File: config.mk
export PLATFORM = sky130hd
export DESIGN_NAME = shift_sequencer
export DESIGN_NICKNAME = d
export VERILOG_FILES = /design/src/rtl/shift_sequencer.sv
export SDC_FILE = /design/constraint.sdc
export NUM_CORES = 1
export LEC_CHECK = 0
export ABC_AREA = 0
export CORE_MARGIN = 3
export CORE_UTILIZATION = 50
export CTS_CLUSTER_DIAMETER = 120
export DETAILED_ROUTE_END_ITERATION = 10
export GPL_TIMING_DRIVEN = 1
export HOLD_SLACK_MARGIN = 0.12
export PLACE_DENSITY = 0.81
export REMOVE_ABC_BUFFERS = 1
export SYNTH_ARGS = -nofsm -noshare
export SYNTH_HDL_FRONTEND = slang
export SYNTH_SLANG_ARGS = --single-unit
File: constraint.sdc
create_clock -name CLK -period 3.2 [get_ports CLK]
set_input_delay 0.48 -clock CLK [delete_from_list [all_inputs] [get_ports CLK]]
set_output_delay 0.48 -clock CLK [all_outputs]
set_load 0.1 [all_outputs]
File: src/rtl/shift_sequencer.sv
// shift_sequencer: queues LOAD/RSH/LSH/READ commands and sequences a 4-bit
// shift register one step per cycle, returning its OUT/FLAG with a DONE pulse.
module shift_sequencer #(
  parameter int DEPTH = 2,
  parameter int CNT_W = 3
) (
  input  logic             CLK,
  input  logic             RESET,
  input  logic             CMD_VALID,
  output logic             CMD_READY,
  input  logic [1:0]       CMD_OP,
  input  logic [3:0]       CMD_DATA,
  input  logic [CNT_W-1:0] CMD_COUNT,
  output logic [3:0]       SR_DATA,
  output logic             SR_LOAD,
  output logic [1:0]       SR_SHIFT,
  input  logic [3:0]       SR_OUT,
  input  logic             SR_FLAG,
  output logic             DONE,
  output logic [3:0]       RESULT,
  output logic             RESULT_FLAG
);
  localparam int PW = $clog2(DEPTH);

  localparam logic [1:0] OP_LOAD = 2'b00;
  localparam logic [1:0] OP_RSH  = 2'b01;
  localparam logic [1:0] OP_LSH  = 2'b10;
  localparam logic [1:0] OP_READ = 2'b11;

  typedef struct packed {
    logic [1:0]       op;
    logic [3:0]       data;
    logic [CNT_W-1:0] count;
  } cmd_t;

  typedef enum logic [2:0] {
    S_IDLE, S_LOAD, S_SHIFT, S_SETTLE, S_DONE
  } state_t;

  cmd_t             mem [DEPTH];
  logic [PW:0]      wr_ptr, rd_ptr;
  logic             full, empty, push, pop;
  cmd_t             head;
  state_t           state, state_nxt;
  logic [CNT_W-1:0] cnt;
  logic [1:0]       dir, dir_nxt;
  logic             shift_d;   // shifter was stepped on the previous cycle
  logic             sticky;

  // Extra pointer MSB distinguishes full from empty when indices match.
  assign full      = (wr_ptr[PW] != rd_ptr[PW]) && (wr_ptr[PW-1:0] == rd_ptr[PW-1:0]);
  assign empty     = (wr_ptr == rd_ptr);
  assign CMD_READY = !full;
  assign push      = CMD_VALID && !full;
  assign pop       = (state == S_IDLE) && !empty;
  assign head      = mem[rd_ptr[PW-1:0]];

  // Command storage; contents need no reset, pointers define validity.
  always_ff @(posedge CLK) begin
    if (push) mem[wr_ptr[PW-1:0]] <= {CMD_OP, CMD_DATA, CMD_COUNT};
  end

  // FIFO pointers.
  always_ff @(posedge CLK or negedge RESET) begin
    if (!RESET) begin
      wr_ptr <= '0;
      rd_ptr <= '0;
    end else begin
      if (push) wr_ptr <= wr_ptr + 1'b1;
      if (pop)  rd_ptr <= rd_ptr + 1'b1;
    end
  end

  // Direction of the command being started, held for its whole run.
  always_comb begin
    dir_nxt = dir;
    if (pop) dir_nxt = (head.op == OP_LSH) ? 2'b10 : 2'b01;
  end

  // Next-state logic.
  always_comb begin
    state_nxt = state;
    case (state)
      S_IDLE: begin
        if (!empty) begin
          case (head.op)
            OP_LOAD: state_nxt = S_LOAD;
            OP_RSH,
            OP_LSH:  state_nxt = (head.count != '0) ? S_SHIFT : S_SETTLE;
            OP_READ: state_nxt = S_SETTLE;
            default: state_nxt = S_SETTLE;
          endcase
        end
      end
      S_LOAD:   state_nxt = S_SETTLE;
      S_SHIFT:  if (cnt == CNT_W'(1)) state_nxt = S_SETTLE;
      S_SETTLE: state_nxt = S_DONE;
      S_DONE:   state_nxt = S_IDLE;
      default:  state_nxt = S_IDLE;
    endcase
  end

  // State register and shifter-side outputs, registered from the next state.
  always_ff @(posedge CLK or negedge RESET) begin
    if (!RESET) begin
      state    <= S_IDLE;
      dir      <= 2'b00;
      SR_LOAD  <= 1'b0;
      SR_SHIFT <= 2'b00;
      DONE     <= 1'b0;
    end else begin
      state    <= state_nxt;
      dir      <= dir_nxt;
      SR_LOAD  <= (state_nxt == S_LOAD);
      SR_SHIFT <= (state_nxt == S_SHIFT) ? dir_nxt : 2'b00;
      DONE     <= (state_nxt == S_DONE);
    end
  end

  // Step counter, load data, flag accumulation and result capture.
  // FLAG is sampled one cycle after a step, once the shifter has updated.
  always_ff @(posedge CLK or negedge RESET) begin
    if (!RESET) begin
      cnt         <= '0;
      SR_DATA     <= 4'h0;
      shift_d     <= 1'b0;
      sticky      <= 1'b0;
      RESULT      <= 4'h0;
      RESULT_FLAG <= 1'b0;
    end else begin
      shift_d <= (SR_SHIFT != 2'b00);
      if (pop) begin
        cnt    <= head.count;
        sticky <= 1'b0;
        if (head.op == OP_LOAD) SR_DATA <= head.data;
      end else begin
        if (state == S_SHIFT) cnt <= cnt - 1'b1;
        if (shift_d) sticky <= sticky | SR_FLAG;
      end
      if (state == S_SETTLE) begin
        RESULT      <= SR_OUT;
        RESULT_FLAG <= sticky | (shift_d & SR_FLAG);
      end
    end
  end

endmodule

== Yosys cells after proc, flatten, opt, wreduce, memory -nomap -nowiden ==
Memories as Yosys holds them, arrays and structs flattened.
Index checks and enable logic that the tools add are counted.

* $add $sub $neg: 3
* Equal/unequal tests: 13
* Mux-type cells: 14
* Bitwise logic cells: 3
* Reduce and logical (&&, ||, !) cells: 13

{| class="wikitable"
|+ Operator list
! operator !! number
|-
| $mux W3 || 4
|-
| $pmux W3 S4 || 1
|-
| $eq A3 B1 Y1 const B || 3
|-
| $eq A3 B2 Y1 const B || 3
|-
| $pmux W3 S3 || 1
|-
| $mux W2 || 3
|-
| $reduce_bool A2 Y1 || 3
|-
| $mux W1 || 5
|-
| $add A2 B1 Y2 const B || 2
|-
| $eq A2 B2 Y1 const B || 2
|-
| $eq A3 B3 Y1 const B || 1
|-
| $logic_and A1 B1 Y1 || 3
|-
| $logic_not A3 Y1 || 1
|-
| $reduce_bool A3 Y1 || 1
|-
| $sub A3 B1 Y3 const B || 1
|-
| $eq A2 B1 Y1 const B || 1
|-
| $eq A2 B2 Y1 || 1
|-
| $logic_not A1 Y1 || 2
|-
| $logic_not A2 Y1 || 1
|-
| $or A1 B1 Y1 || 2
|-
| $reduce_and A2 Y1 || 1
|-
| $reduce_or A2 Y1 || 1
|-
| $and A1 B1 Y1 || 1
|-
| $eq A1 B1 Y1 || 1
|-
| $ne A1 B1 Y1 || 1
|}

* Flip-flop bits (word level): 27
* Bits in writable memories: 18
* Bits of input ports: 17
* Output and inout port bits: 14
* Logic and storage cells: 60
* Memories: 1

{| class="wikitable"
|+ Memory list
! name !! words !! bits a word !! read ports !! clocked after memory_dff !! write ports !! line !! source
|-
| mem || 2 || 9 || 1 || 0 || 1 || 40 || <nowiki>cmd_t mem [DEPTH];</nowiki>
|}

== Logic depth before layout (Yosys ltp) ==
Gate-level depths: netlist of the first run.
An unclocked memory read counts as a cell.

* Depth in word-level cells: 8
* Depth in mapped cells: 8
* Depth with buffers taken out: 6

== Worst setup path after synthesis of the first run ==
OpenSTA, ideal clock, no wires.

* Path type: flip-flop to flip-flop
* Start: register rd_ptr[0]
* End: memory mem[0][0] (netlist bit), enable pin
* Setup time: 0.374 ns
* Arrival: 2.161 ns
* Data required time: 2.826 ns
* Path slack: 0.665 ns
* Stages on the path, launching flop included: 6
* Buffers on the path: 1
* Period minus slack after synthesis: 2.535 ns
* Cell sequence: dfrtp_1 -> buf_6 -> xor2_2 -> nand2b_1 -> nand2_1 -> nor2_1

* Cells in the longest elaborated chain, start to end: 6

{| class="wikitable"
|+ RTL lines
! item !! line !! source
|-
| start, declared || 41 || <nowiki>logic [PW:0] wr_ptr, rd_ptr;</nowiki>
|-
| start signal, assigned || 70 || <nowiki>if (pop) rd_ptr <= rd_ptr + 1'b1;</nowiki>
|-
| $eq A1 B1 Y1 || 51 || <nowiki>assign full = (wr_ptr[PW] != rd_ptr[PW]) && (wr_ptr[PW-1:0] == rd_ptr[PW-1:0]);</nowiki>
|-
| $logic_and A1 B1 Y1 || 51 ||
|-
| $logic_not A1 Y1 || -- ||
|-
| via CMD_READY || 10 || <nowiki>output logic CMD_READY,</nowiki>
|-
| $logic_and A1 B1 Y1 || 54 || <nowiki>assign push = CMD_VALID && !full;</nowiki>
|-
| $mux W1 || 60 || <nowiki>if (push) mem[wr_ptr[PW-1:0]] <= {CMD_OP, CMD_DATA, CMD_COUNT};</nowiki>
|-
| $mux W1 (implied by the code) || 60 ||
|-
| end, declared || 40 ||
|}

The timed path passes the listed nets, and every way through them passes these cells.

== Worst setup path after layout of the first run ==
* Start: register rd_ptr[0]
* End: output CMD_READY

* Cells in the longest elaborated chain, start to end: 3

{| class="wikitable"
|+ RTL lines
! item !! line !! source
|-
| $eq A1 B1 Y1 || 51 ||
|-
| $logic_and A1 B1 Y1 || 51 ||
|-
| $logic_not A1 Y1 || 53 || <nowiki>assign CMD_READY = !full;</nowiki>
|-
| end, declared || 10 ||
|}

Every way passes these cells.

==> results of run 1 <==
-- metrics by stage --
stage | worst slack [ps] | instance area (um^2) | hold WS [ps] | cells
after floorplan | 426 | 1880 | 184 | 142
after global placement | 1040 | 2240 | 451 | 219
after detailed placement | 899 | 2240 | 464 | 219
after CTS | 866 | 2350 | 481 | 227
after global routing | 755 | 2350 | 513 | 227
final | 886 | 2350 | 482 | 227
-- cell type report --
cell class / count / share of cell area (%)
Timing Repair Buffer: 31 / 12.7
Clock inverter: 3 / 1.76
Tap cell: 46 / 2.45
Inverter: 11 / 1.76
Multi-Input combinational cell: 86 / 26.6
Sequential cell: 45 / 51.8
Clock buffer: 5 / 2.93
-- synth_stat cells, types with 2 or more instances --
library cell  instances  area (um^2)
nor2_1                6         22.5
buf_6                 2         22.5
nor3_1                3         15.0
nand2_1              22         82.6
nor3b_1               2         15.0
inv_1                11         41.3
ha_1                  6         75.1
edfxtp_1             18          541
mux2i_1              10          100
xnor2_1               4         35.0
xor2_1                4         35.0
or2_2                 3         18.8
o21ai_0               8         40.0
o211ai_1              2         15.0
dfrtp_1              27          676
a21oi_1               2         10.0
-- cells by family after synthesis --
kind of cell / after synthesis / share of synthesized area, %
XOR/XNOR: 9 / 4.51
AO/OA/AOI/OAI: 18 / 7.46
multiplexers: 11 / 5.82
buffers and inverters: 15 / 3.79
flip-flops: 45 / 63.6
adder cells (fa/ha/maj): 6 / 3.92
AND/OR/NAND/NOR: 42 / 10.9
-- path summary, 6_finish.rpt --
check / from / end / cells past startpoint
setup / recovery: rd_ptr[0] / CMD_READY / 3
max in group asynchronous: RESET / SR_DATA[2] / 2
min in group asynchronous: RESET / cnt[2] / 2
hold / removal: RESULT[3] / RESULT[3] / 2
setup reg to reg: rd_ptr[0] / mem[0][1] / 4
hold reg to reg: RESULT[3] / RESULT[3] / 2
-- registers in the layout, indices dropped and copies added, names as in the netlist, 3 cells and up --
signal   count
SR_DATA      4
mem         18
RESULT       4
cnt          3
state        3
-- worst min-delay path, cell delays in order, from the launching register on --
cell	delay, ps
dfrtp_1	350
nand2_1	50
nand2_1	60
-- layout by cell type, fill, tap and decap left out, drive strengths merged, types with 3 or more instances in the layout --
cell type,Yosys,layout
or2,4,4
edfxtp,18,18
mux2i,10,10
xor2,5,5
clkbuf,1,5
nor3,3,3
xnor2,4,4
o21ai,9,9
nor2,6,6
nand2,23,23
inv,11,11
clkdlybuf4s50,0,26
ha,6,6
buf,3,5
dfrtp,27,27
a21oi,3,3
-- routing by layer --
layer	share of wire, %	wire length, um	global-route usage, %
met1	42	1240	17.1
met2	50	1480	27.1
met3	6.8	203	5.09
met4	1.4	41	5.21
met5	0	0	0
==> impl_results.md, run 1 <==
- Status: finished clean
- GRT Total Usage: 15.2%
- CP peak stage delay: ~780 ps
- Area delta synth->final: 22.7%
- Syn Area/Cell: ~13 um^2
- Routed WL per cell: 13.1 um
- Largest net degree at the start of global routing: 28
- Clk_skew: around 5.0 ps
- Setup_tns: 0 ps
- Yosys cell types: 32
- Hold Fails Final Rpt: 0
- First-pass iteration count of the detailed router: 4
- Root Buffer: clkbuf_8
- Antenna-violating nets left: 0
- Multi-input combinational cell area: roughly 620 um^2
- Vias in the first global route: 1,200
- Crit path buf inv count: 1
- Sequential area share after synthesis: a little under two thirds
- Number of vias per cell: ~5
- First-pass GRT wire length: about 5000 um
- Sink Count: 45
- Worst EP arrival: around 1800 ps
- DRT iter0 DRCs: 24
- Row cnt: 21
- CP cell instances: xor2_2, nand2b_1, buf_4
- Yosys warns: 0
- Maxcap violations: 0
- Final Max Slew Viols: 0
- Initial Util: between 50% and 60%
- Worst slew margin: a little over a third
- Remaining Overflow, GRT: 0
- DP HPWL: around 2300 um
- Peak Freq: roughly 430 MHz
- Critical Path Source Type: flop
- Fill cell count: around 260
- Worst path slowest cell: dfrtp_1
- Ys flop type: dfrtp_1
- Minimum clock period: approximately 2300 ps
- Ant. Diodes: 0
- Final setup viols: 0
- Asr flop ratio synth: about three fifths
- Clock tree buffer depth: 2
- R2R setup slack: roughly 940 ps
- Delay-heaviest family, CP: flip-flops
- Final core occ: 67.2%
- Drt drc: 0
- Post-synthesis register bit count: 45
- Hold Crit Class: flop to flop
- CP Class: flop to primary output
- Worst endpoint required time: about 2700 ps
- RSZ-0062 raised after global routing: no
- Max FO, Critical Path: 14
- Die area: between 4000 and 5000 um^2
- Register Area: approximately 1200 um^2
- Mapped Area: approximately 1900 um^2
- Initial antenna violation count: 0
- Vias: 1,133
- Htree depth: 2
- CTS tree: built
- Worst-margin pin slew: roughly 970 ps
- Core area: 3490 um^2
- Io pins: 31
- Hold Buf Count CTS: 0
- Gate Count Post-Synth: ~150
- Fin nets: 203
- Port Buffer Count: 30
- Die extent in y: ~68 um
- CTS clk-pin slew, worst paths: 80 ps
- Clk_lat worst skew: between 200 and 300 ps
- GP Congestion: between 0.7 and 0.8
- EDFF count, synth: 18
- Period utilization: between 70% and 80%
- CTS resizes: 0
- Die width: ~68 um
- Post-CTS Repair Setup Buffers: 0
- Fraction of layout cells with a size suffix above 1: about an eighth
- Final WL: between 2000 and 3000 um
- Number of buffers created by CTS: 5
- Setup crit end kind: primary output
Power of run 1 is left out: the tool's default activity adds up to more than one toggle a clock period on the data nets, which glitch-free logic cannot reach.
==> inputs of run 2 (changes only) <==
==> constraint.sdc (replaced) <==
create_clock -name CLK -period 2.3 [get_ports CLK]
set_input_delay 0.345 -clock CLK [delete_from_list [all_inputs] [get_ports CLK]]
set_output_delay 0.345 -clock CLK [all_outputs]
set_load 0.1 [all_outputs]
==> impl_results.md, run 2 (synthesis gave the netlist of run 1 again) <==
- Core area: 3490 um^2 (unchanged)
- Worst-margin pin slew: 515 ps (-458 ps)
- Row cnt: 21 (unchanged)
- Initial Util: 54.7% (unchanged)
- Post-CTS Repair Setup Buffers: 0 (unchanged)
- Worst slew margin: 65.6% (+31 points)
- Gr busiest metal: met2
- GRT Total Usage: 16.4% (+1.1 points)
- Critical Path Source Type: flop
- Fin nets: 207 (+2.0%)
- Worst EP arrival: 2190 ps (+360 ps)
- Period utilization: about 87%
- Final setup viols: 0 (unchanged)
- Io pins: 31 (unchanged)
- Number of buffers created by CTS: 5 (unchanged)
- Die extent in y: 67.9 um (unchanged)
- CTS resizes: 0 (unchanged)
- CP Class: flop to flop
- Largest net degree at the start of global routing: 28 (unchanged)
- Peak Freq: around 500 MHz
- Status: finished clean
- Clock tree buffer depth: 2 (unchanged)
- Hold Buf Count CTS: 0 (unchanged)
- Root Buffer: clkbuf_8
- Initial antenna violation count: 0 (unchanged)
- Fraction of layout cells with a size suffix above 1: 19.5% (+7.3 points)
- DRT iter0 DRCs: 37 (+54%)
- Hold slack: 420 ps (-62.7 ps)
- DP HPWL: 2420 um (+7.1%)
- Antenna-violating nets left: 0 (unchanged)
- Hold Fails Final Rpt: 0 (unchanged)
- Die area: 4600 um^2 (unchanged)
- Drt drc: 0 (unchanged)
- Pre-CTS setup slack: 278 ps (-621 ps)
- Ant. Diodes: 0 (unchanged)
- Die width: 67.9 um (unchanged)
- Final Max Slew Viols: 0 (unchanged)
- Max FO, Critical Path: 8 (-6)
- CTS clk-pin slew, worst paths: 80 ps (about the same)
- Number of vias per cell: 5.03 (+0.87%)
- Setup_tns: 0 ps (unchanged)
- Vias: 1,163 (+2.6%)
- Commonest non-fill, non-tap cells in the layout: dfrtp_1, nand2_1, edfxtp_1, buf_4, clkdlybuf4s50_1
- Sink Count: 45 (unchanged)
- M3 GR Usage: 6.73% (+1.6 points)
- Remaining Overflow, GRT: 0 (unchanged)
- Port Buffer Count: 30 (unchanged)
- Worst endpoint required time: 2480 ps (-240 ps)
- Grt met1 use: 19.0% (+1.9 points)
- Setup crit end kind: flop
- GP Congestion: 0.791 (+4.1%)
- CTS tree: built
- Most common cell after layout, fill and taps aside: dfrtp_1
- Max reg flops: 18 (unchanged)
- First-pass iteration count of the detailed router: 4 (unchanged)
- RSZ-0062 raised after global routing: no
- Final WL: 3220 um (+8.4%)
- Area delta synth->final: 23.6%
- Global Route met2 Usage: 26.9% (-0.24 points)
- Final worst slack: 289 ps (-596 ps)
- First-pass GRT wire length: 5380 um (+5.8%)
- Minimum clock period: 2010 ps
- Clk_lat worst skew: 300 ps (about the same)
- Htree depth: 2 (unchanged)
- Routed WL per cell: 13.9 um (+6.6%)
- Maxcap violations: 0 (unchanged)
- Vias in the first global route: 1,171 (-2.4%)
- Clk_skew: 5.71 ps (+0.748 ps)
- Hold Crit Class: primary input to asynchronous set/reset pin
==> run 2: worst paths after layout <==
check / startpoint / to / slack, ps / cells past startpoint
setup / recovery: rd_ptr[0] / state[0] / 290 / 6
max in group asynchronous: RESET / cnt[1] / 1620 / 2
hold reg to reg: SR_SHIFT[0] / shift_d / 470 / 1
min in group CLK: SR_SHIFT[0] / shift_d / 470 / 1
hold / removal: RESET / shift_d / 420 / 2
setup reg to reg: rd_ptr[0] / state[0] / 290 / 6
==> run 2: routing by layer <==
layer  share of wire [%]  wire length [um]
met5                   0                 0
met4                 1.2                40
met3                 7.7               248
met2                  48              1560
met1                  43              1370
==> run 2: cell type report <==
type | instances | area [um^2]
repair buffers | 35 | 315
inverters | 11 | 41.3
clock inverters | 3 | 41.3
fillers | 251 | 1130
multi-input cells | 86 | 624
well taps | 46 | 57.6
clock buffers | 5 | 68.8
flip-flops and latches | 45 | 1220
==> run 2: per-stage QoR <==
stage	area, um^2	utilization, %	cells
after floorplan	1880	-	142
final	2360	67.7	231
after CTS	2360	67.7	231
after global routing	2360	67.7	231
after detailed placement	2250	64.5	223
after global placement	2250	64.5	223
==> run 2: critical path, stage by stage, from the launching register on <==
cell     delay (ps)
dfrtp_1         610
mux2i_1         410
inv_1            90
ha_1            200
nor2_1          180
a21oi_4         110
or2_2           300
Power of run 2 is left out for the same reason.
==> inputs of run 3 (changes only) <==
--- a/config.mk
+++ b/config.mk
@@ -11,7 +11,7 @@
 export CTS_CLUSTER_DIAMETER = 120
 export DETAILED_ROUTE_END_ITERATION = 10
 export GPL_TIMING_DRIVEN = 1
-export HOLD_SLACK_MARGIN = 0.12
+export HOLD_SLACK_MARGIN = 0.15
 export PLACE_DENSITY = 0.81
 export REMOVE_ABC_BUFFERS = 1
 export SYNTH_ARGS = -nofsm -noshare
==> results of run 3 <==
Same layout as run 2: the final DEF is identical, and so are final timing and power.
Power of run 3 is left out for the same reason.
